**config.mk**
```make
export PLATFORM = sky130hd
export DESIGN_NAME = fetch_instruction
export DESIGN_NICKNAME = d
export VERILOG_FILES = /design/src/rtl/fetch_instruction_pkg.sv /design/src/rtl/fetch_instruction_queue.sv /design/src/rtl/fetch_instruction.sv
export SDC_FILE = /design/constraint.sdc
export NUM_CORES = 1
export LEC_CHECK = 0
export ABC_AREA = 1
export CORE_MARGIN = 5
export CORE_UTILIZATION = 40
export CTS_BUF_LIST = sky130_fd_sc_hd__clkbuf_4 sky130_fd_sc_hd__clkbuf_8
export DETAILED_ROUTE_END_ITERATION = 16
export PLACE_DENSITY = 0.71
export SYNTH_ARGS = -nofsm -noshare
export SYNTH_HDL_FRONTEND = slang
export SYNTH_SLANG_ARGS = --single-unit
```
**constraint.sdc**
```tcl
create_clock -name clk -period 6.1 [get_ports clk]
set_clock_uncertainty 0.15 [all_clocks]
set_input_delay 0.61 -clock clk [delete_from_list [all_inputs] [get_ports clk]]
set_output_delay 0.61 -clock clk [all_outputs]
set_load 0.03 [all_outputs]
```
**src/rtl/fetch_instruction_pkg.sv**
```systemverilog
// Shared widths, reset PC and FSM encodings for the fetch stage.
// Instance parameters of fetch_instruction default to these values.
package fetch_instruction_pkg;
    localparam int FI_WORD     = 32;
    localparam int FI_ADDR     = 16;
    localparam int FI_W_BRID   = 3;
    localparam int FI_FQ_DEPTH = 2;
    localparam int FI_RESET_PC = 0;

    typedef enum logic [1:0] {
        BOOT  = 2'd0,
        RUN   = 2'd1,
        REDIR = 2'd2
    } fetch_state_e;
endpackage

```
**src/rtl/fetch_instruction_queue.sv**
```systemverilog
// fetch_queue: synchronous FIFO of fetched {brid, pc, inst} entries, flush beats push.
// Latency: a pushed entry is visible at pop_dat the cycle after the push.
// Backpressure: none internal; the producer must respect full/count.
module fetch_queue #(
    parameter int W     = 8,
    parameter int DEPTH = 2,
    localparam int CW   = $clog2(DEPTH + 1)
) (
    input  logic          clk,
    input  logic          reset,
    input  logic          push,
    input  logic          pop,
    input  logic          flush,
    input  logic [W-1:0]  push_dat,
    output logic [W-1:0]  pop_dat,
    output logic [CW-1:0] count,
    output logic          empty,
    output logic          full
);
    localparam int PW = $clog2(DEPTH);

    logic [W-1:0]  mem [DEPTH];
    logic [PW-1:0] wr_ptr;
    logic [PW-1:0] rd_ptr;

    always_ff @(posedge clk) begin
        if (push && !flush) begin
            mem[wr_ptr] <= push_dat;
        end
    end

    always_ff @(posedge clk) begin
        if (reset || flush) begin
            wr_ptr <= '0;
            rd_ptr <= '0;
            count  <= '0;
        end else begin
            if (push) wr_ptr <= wr_ptr + PW'(1);
            if (pop)  rd_ptr <= rd_ptr + PW'(1);
            count <= count + CW'(push) - CW'(pop);
        end
    end

    assign pop_dat = mem[rd_ptr];
    assign empty   = (count == '0);
    assign full    = (count == CW'(DEPTH));
endmodule

```
**src/rtl/fetch_instruction.sv**
```systemverilog
// fetch_instruction: PC owner and imem requester feeding decode; optional perf counters under FETCH_PERF_EN.
// Latency: word visible at v_o in the imem return cycle (BOOT/REDIR, issue, return).
// Backpressure: stall_i fills the fetch queue, then issue stops; nothing dropped or duplicated.
module fetch_instruction
    import fetch_instruction_pkg::*;
#(
    parameter int WORD     = FI_WORD,
    parameter int ADDR     = FI_ADDR,
    parameter int W_BRID   = FI_W_BRID,
    parameter int FQ_DEPTH = FI_FQ_DEPTH,
    parameter int RESET_PC = FI_RESET_PC
) (
    input  logic              clk,
    input  logic              reset,
    output logic              imem_req_o,
    output logic [ADDR-1:0]   imem_addr_o,
    input  logic [WORD-1:0]   imem_data_i,
    input  logic              branch_i,
    input  logic [ADDR-1:0]   branch_pc_i,
    input  logic              stall_i,
    output logic              v_o,
    output logic [WORD-1:0]   inst_o,
    output logic [ADDR-1:0]   pc_o,
    output logic [W_BRID-1:0] brid_o
`ifdef FETCH_PERF_EN
    ,
    output logic [31:0]       perf_fetched_o,
    output logic [31:0]       perf_bubble_o
`endif
);
    localparam int CW = $clog2(FQ_DEPTH + 1);

    typedef struct packed {
        logic [W_BRID-1:0] brid;
        logic [ADDR-1:0]   pc;
        logic [WORD-1:0]   inst;
    } entry_t;

    fetch_state_e      state_r, state_nxt;
    logic [ADDR-1:0]   pc_r, ret_pc_r;
    logic [W_BRID-1:0] brid_r, ret_brid_r;
    logic              inflight_r;
    entry_t            ret_ent, q_head, head, last_r;
    logic [CW-1:0]     q_count;
    logic              q_empty, q_full, q_push, q_pop;
    logic              issue, head_vld, take;

    always_comb begin
        state_nxt = state_r;
        case (state_r)
            BOOT:    state_nxt = RUN;
            RUN:     state_nxt = RUN;
            REDIR:   state_nxt = RUN;
            default: state_nxt = BOOT;
        endcase
        if (branch_i) state_nxt = REDIR;
    end

    // Issue only when the returning word is guaranteed a slot next cycle.
    assign issue = (state_r == RUN) && !branch_i &&
                   ((32'(q_count) + 32'(inflight_r) + 32'd1) <= 32'(FQ_DEPTH));

    assign imem_req_o  = issue;
    assign imem_addr_o = pc_r;

    // An empty queue lets the returning word go straight to decode.
    assign ret_ent  = '{brid: ret_brid_r, pc: ret_pc_r, inst: imem_data_i};
    assign head_vld = !q_empty || inflight_r;
    assign head     = q_empty ? ret_ent : q_head;
    assign v_o      = head_vld && !branch_i;
    assign take     = v_o && !stall_i;
    assign q_pop    = take && !q_empty;
    assign q_push   = inflight_r && !(q_empty && take);

    assign inst_o = head_vld ? head.inst : last_r.inst;
    assign pc_o   = head_vld ? head.pc   : last_r.pc;
    assign brid_o = head_vld ? head.brid : last_r.brid;

    fetch_queue #(
        .W     ($bits(entry_t)),
        .DEPTH (FQ_DEPTH)
    ) u_queue (
        .clk      (clk),
        .reset    (reset),
        .push     (q_push),
        .pop      (q_pop),
        .flush    (branch_i),
        .push_dat (ret_ent),
        .pop_dat  (q_head),
        .count    (q_count),
        .empty    (q_empty),
        .full     (q_full)
    );

    always_ff @(posedge clk) begin
        if (reset) begin
            state_r    <= BOOT;
            pc_r       <= ADDR'(RESET_PC);
            brid_r     <= '0;
            inflight_r <= 1'b0;
            ret_pc_r   <= '0;
            ret_brid_r <= '0;
            last_r     <= '0;
        end else begin
            state_r    <= state_nxt;
            inflight_r <= issue;
            if (head_vld) last_r <= head;
            if (branch_i) begin
                pc_r   <= branch_pc_i;
                brid_r <= brid_r + W_BRID'(1);
            end else if (issue) begin
                pc_r       <= pc_r + ADDR'(1);
                ret_pc_r   <= pc_r;
                ret_brid_r <= brid_r;
            end
        end
    end

    assert property (@(posedge clk) disable iff (reset)
        !(q_push && q_full && !q_pop && !branch_i));

`ifdef FETCH_PERF_EN
    always_ff @(posedge clk) begin
        if (reset) begin
            perf_fetched_o <= '0;
            perf_bubble_o  <= '0;
        end else begin
            if (take && perf_fetched_o != '1)
                perf_fetched_o <= perf_fetched_o + 32'd1;
            if (state_r == RUN && !v_o && !stall_i && perf_bubble_o != '1)
                perf_bubble_o <= perf_bubble_o + 32'd1;
        end
    end
`endif
endmodule

```
==> run metrics, run 1 <==
PwrDens 256.8 mW/mm^2; Setup crit end kind primary output; Starting Density 0.4034; status complete, no violations; die height 154.9 um; number of DRC markers in iteration 0 464; critical path class reg2out; area fraction of the dominant cell type after synthesis 0.3646; worst path arrival time 3.51 ns; number of synthesized register bits 199; core area 0.02082 mm^2; most frequent cell on the critical path ha_1; drt drc 0; fin util 0.4886; Hold Crit Start state_r[0]$_SDFF_PP0_; number of CTS-inserted buffers 17; Fillers 1975; Post-Route WL 19200 um; max cap viols 0; largest net degree at the start of global routing 63; number of cell rows 53; clk slew on worst S/H paths 0.10 ns; r2r startpoint inflight_r$_SDFF_PP0_; power share of the combinational group 0.103; Switch Pwr 636.1 uW; Post-synth EDFFs 102; yosys warns 0; Max Clock Freq 234.2 MHz; Crit path buffers/inverters 4; Critical Path Fanout Max 38; slowest stage delay, CP 0.72 ns; vias in the first global route 6207; Hold Path Class reg2reg; Area growth, synth to finish 21.11%; crit-path cells buf_4 > inv_2 > ha_1 > ha_1 > nand3_1 > nand2_1 > nand2_2 > clkinv_2 > clkdlybuf4s50_1; nets@finish 1074; ANT nets after route 0; Flop pwr share 0.558; hold_buf cts 0; CTS tree yes; gr usage total 0.1625; area of the multi-input gates 0.002851 mm^2; end of the critical path imem_req_o; Worst path slowest cell clkdlybuf4s50_1; layout cell share with drive strength beyond 1 0.09038; sequential area share after synthesis 0.5958; required time worst endpoint 5.34 ns; I/O pins 121; number of inserted diodes 0; routed vias 6433; Synth Cell Area 0.008401 mm^2; WP depth 9; Mapped Nets 975; RSZ-0062 raised after global routing no; worst-case clock buffer depth 2; Final HPWL DP 11940 um; Final Critical Period 4.271 ns; Crit. Startpoint inflight_r$_SDFF_PP0_; dominant cell type by area after synthesis edfxtp_1; crit-path leading delay family buffers and inverters; Post-Synthesis Mean Instance Area 9.161 um^2; VDD IR max 0.0001496 V; Tightest Pin Transition 1.002 ns; die width 154.9 um; clk sink count 199; Post-CTS Setup Inserts 0; Yosys cell types 33; CP startpoint kind flop; Main synth FF type edfxtp_1; Syn Inst Count 917; Synth area leaders edfxtp_1, dfxtp_1, nand2_1; die area 0.02400 mm^2; register area 0.005006 mm^2; Final setup viols 0; via-per-instance ratio 4.933; Clk pwr share 0.338; setup TNS 0 ns; FF-to-FF End ret_pc_r[5]$_SDFFE_PP0P_; antenna violations before repair 0; reg2reg path depth 10; Pint 1977 uW; Final Wtd Congestion 0.8200; DR WL/cell 14.73 um; grt ovf 0; Max Slew Vio Count 0; first-pass GRT wire length 31310 um; reg-to-reg setup timing slack 3.25 ns; post-CTS resize count 0; Leak Pwr 0.004022 uW; clock root buffer master clkbuf_8; fin crit share 0.7001; # H-tree levels 4; Max transition margin 0.3313; PortBufs 120; share of flip-flops with an asynchronous set or reset 0; Fin. Hold Viols 0; sw frac 0.2434; Worst-Skew Late Latency 0.47 ns; DR pass1 iterations 5
placed cells by master (no fill, tap or decap), types with 4 or more instances in the layout:
cell type        count
o21ai_1             54
nor2_1             157
o211ai_1            32
xor2_1               4
inv_1               62
o21ai_0             59
ha_1                 6
clkdlybuf4s50_1    119
or2_2               33
dfxtp_1             96
nand4_1              5
a21oi_1             22
clkbuf_8            19
nand2_1            158
buf_4               12
edfxtp_1           102
nand3_1             49
through the flow:
stage	hold slack [ns]	setup slack, ns	power (uW)	instances	instance area, um^2
floorplan	0.2929	0.8906	1638	917	8401
global placement	0.3048	2.253	1757	1272	9748
detailed placement	0.3078	2.216	1761	1272	9748
CTS	0.3350	1.779	2645	1304	10170
finish	0.3372	1.829	2613	1304	10170
global route	0.3625	1.513	2723	1304	10170
sequential cells by signal (all words and copies together), names as in the netlist, 2 cells and up, named ones only:
| register | flops |
|---|---|
| u_queue.mem | 102 |
| last_r | 51 |
| imem_addr_o | 16 |
| ret_pc_r | 16 |
| brid_r | 3 |
| ret_brid_r | 3 |
| state_r | 2 |
| u_queue.count | 2 |
cells in the mapped netlist (3+ instances only):
library cell  count
nand3_2           3
or2_2            33
buf_4             7
a21oi_1          22
o21ai_1          54
nor3_1            4
clkinv_1          3
buf_6             7
edfxtp_1        102
inv_2             3
buf_2            14
nand3_1          49
dfxtp_1          97
ha_1              6
inv_1            62
o21ai_0          59
nor2_1          157
clkbuf_1         20
nand4_1           5
o211ai_1         32
xor2_1            4
nand2_1         158
worst min path at each step:
stage	endpoint	slack (ns)	cells after the start
2_1_floorplan	u_queue.mem[0][33]$_DFFE_PP_	0.29	0
3_3_place_gp	state_r[0]$_SDFF_PP0_	0.30	3
3_5_place_dp	state_r[0]$_SDFF_PP0_	0.31	3
4_1_cts	state_r[0]$_SDFF_PP0_	0.34	3
5_1_grt	u_queue.mem[1][35]$_DFFE_PP_	0.36	0
6_report	state_r[0]$_SDFF_PP0_	0.34	3
area by class of cell:
class	count	area share
sequential	199	0.4921
multi-input combinational	597	0.2803
timing repair buffer	132	0.1264
tap	275	0.03382
clock buffer	19	0.02570
inverter	69	0.02558
clock inverter	13	0.01611
routing by layer:
layer | up-vias | part of all wire | wire length, um | GRT usage
li1 | 3245 | - | - | -
met1 | 2965 | 0.47 | 9033 | 0.2175
met2 | 198 | 0.46 | 8813 | 0.2647
met3 | 25 | 0.055 | 1049 | 0.03310
met4 | 0 | 0.016 | 306 | 0.05467
met5 | - | 0 | 0 | 0
worst register-to-register path, stage by stage (launching register included):
cell and delay [ns]:
dfxtp_1 0.32, buf_4 0.28, inv_2 0.08, ha_1 0.22, ha_1 0.27, nand3_1 0.08, nand2_1 0.06, nand2_2 0.56
clkinv_2 0.47, nor2_1 0.21, nor2_1 0.07
cells by family after synthesis:
logic type,synth area share
AND/OR/NAND/NOR,0.2112
flip-flops,0.5958
AO/OA/AOI/OAI,0.1119
buffers and inverters,0.06598
XOR/XNOR,0.006256
adder cells (fa/ha/maj),0.008936
power by group through the flow:
stage	logic [uW]	clock network, uW	registers, uW
final	270	884	1460
after global routing	294	965	1460
after CTS	272	914	1460
after detailed placement	271	0	1490
after global placement	269	0	1490
after floorplan	144	0	1490
Power figures use the tool's default switching activity.
==> run 2, diff against run 1 <==
- PLACE_DENSITY: 0.71 -> 0.73
- clock period: 6.1 -> 3.5 ns (I/O delays scaled with it)
==> run metrics, run 2 (synthesized netlist as in run 1, its figures left out) <==
clock root buffer master clkbuf_8; first-pass GRT wire length 31590 um; Max Clock Freq 316.1 MHz; reg2reg path depth 11; Final setup viols 0; dpl ws 0.8066 ns; Top reg by flops u_queue.mem; clk slew on worst S/H paths 0.10 ns; RSZ-0062 raised after global routing no; CP startpoint kind flop; worst-case clock buffer depth 2; antenna violations before repair 0; number of DRC markers in iteration 0 450; Fillers 1980; Fin. Hold Viols 0; register area 0.005006 mm^2; vias in the first global route 6197; r2r startpoint inflight_r$_SDFF_PP0_; core area 0.02082 mm^2; clk sink count 199; most frequent cells in the layout nand2_1, nor2_1, clkdlybuf4s50_1; ANT nets after route 0; reg-to-reg setup timing slack 1.14 ns; Starting Density 0.4034; grt ovf 0; fin crit share 0.9038; layout cell share with drive strength beyond 1 0.09459; routed vias 6456; Worst-Skew Late Latency 0.46 ns; number of inserted diodes 0; DR WL/cell 15.09 um; largest net degree at the start of global routing 54; drt drc 0; status complete, no violations; Tightest Pin Transition 0.6806 ns; max cap viols 0; worst path arrival time 2.66 ns; end of the critical path inst_o[17]; via-per-instance ratio 4.924; die area 0.02400 mm^2; DR pass1 iterations 5; Max transition margin 0.5463; max reg flops 102; CTS tree yes; required time worst endpoint 3.00 ns; Leak Pwr 0.004040 uW; PwrDens 437.0 mW/mm^2; area of the multi-input gates 0.002851 mm^2; Crit. Startpoint u_queue.count[1]$_SDFF_PP0_; Post-CTS Setup Inserts 0; Final WS setup 0.3367 ns; Final Critical Period 3.163 ns; Regs by FF count u_queue.mem x102, last_r x51; PortBufs 120; Post-Route WL 19790 um; hold_buf cts 0; Hold Path Class in2reg; number of cell rows 53; Critical Path Fanout Max 19; Final HPWL DP 12800 um; number of CTS-inserted buffers 17; die width 154.9 um; Max Slew Vio Count 0; post-CTS resize count 0; FF-to-FF End u_queue.count[1]$_SDFF_PP0_; VDD IR max 0.0002448 V; I/O pins 121; Final Wtd Congestion 0.8586; nets@finish 1081; commonest non-fill, non-tap cell in the layout nand2_1; die height 154.9 um; # H-tree levels 4; Setup crit end kind primary output; Area growth, synth to finish 21.67%; gr usage total 0.1639; critical path class reg2out; setup TNS 0 ns
## run 2: changes by cell type in the layout (fill, tap and decap cells not counted), sizes merged
cell	delta
buf	+8
bufinv	-1
clkbuf	-2
clkdlybuf4s50	-1
clkinv	+5
inv	-2
## run 2: how the worst min path moves through the flow
stage                                   from  depth (start not counted)                           end  slack [ns]
finish                                 reset                          2        brid_r[0]$_SDFFE_PP0P_        0.27
global route                           reset                          2       last_r[14]$_SDFFE_PP0N_        0.24
CTS                                    reset                          2        last_r[6]$_SDFFE_PP0N_        0.23
detailed placement     state_r[0]$_SDFF_PP0_                          3         state_r[0]$_SDFF_PP0_        0.31
global placement       state_r[0]$_SDFF_PP0_                          3         state_r[0]$_SDFF_PP0_        0.31
floorplan           ret_pc_r[1]$_SDFFE_PP0P_                          0  u_queue.mem[0][33]$_DFFE_PP_        0.29
## run 2: area by class of cell
class / count / share of cell area
Clock buffer: 17 / 0.02289
Tap cell: 275 / 0.03366
Inverter: 69 / 0.02546
Sequential cell: 199 / 0.4898
Multi-Input combinational cell: 597 / 0.2790
Clock inverter: 15 / 0.01481
Timing Repair Buffer: 139 / 0.1344
## run 2: critical path: stages, from the launching register on
cell and delay (ns):
dfxtp_1 0.46, inv_2 0.07, nand2_2 0.31, buf_4 0.32, o211ai_1 0.13, nand2_1 0.10
o21ai_1 0.08, inv_1 0.06, clkdlybuf4s50_1 0.67
## run 2: metrics by stage
stage	std cells	hold WS, ns	cell area, um^2	utilization	total power (uW)
2_1_floorplan	917	0.2929	8401	-	2856
5_1_grt	1311	0.2439	10220	0.4909	4636
3_5_place_dp	1279	0.3072	9836	0.4724	3077
4_1_cts	1311	0.2320	10220	0.4909	4501
6_report	1311	0.2685	10220	0.4909	4467
3_3_place_gp	1279	0.3051	9836	0.4724	3070
## run 2: layer usage
metal | track usage | up-vias | wire, um
met4 | 0.04037 | 0 | 187
met5 | 0 | - | 0
li1 | - | 3252 | -
met3 | 0.03588 | 12 | 1114
met2 | 0.2733 | 169 | 9369
met1 | 0.2185 | 3023 | 9113
## run 2: report_power, final
group,total (uW),switching (uW),internal (uW)
clock,1440,806,638
sequential,2540,46.3,2500
combinational,479,277,202
total,4470,1130,3340
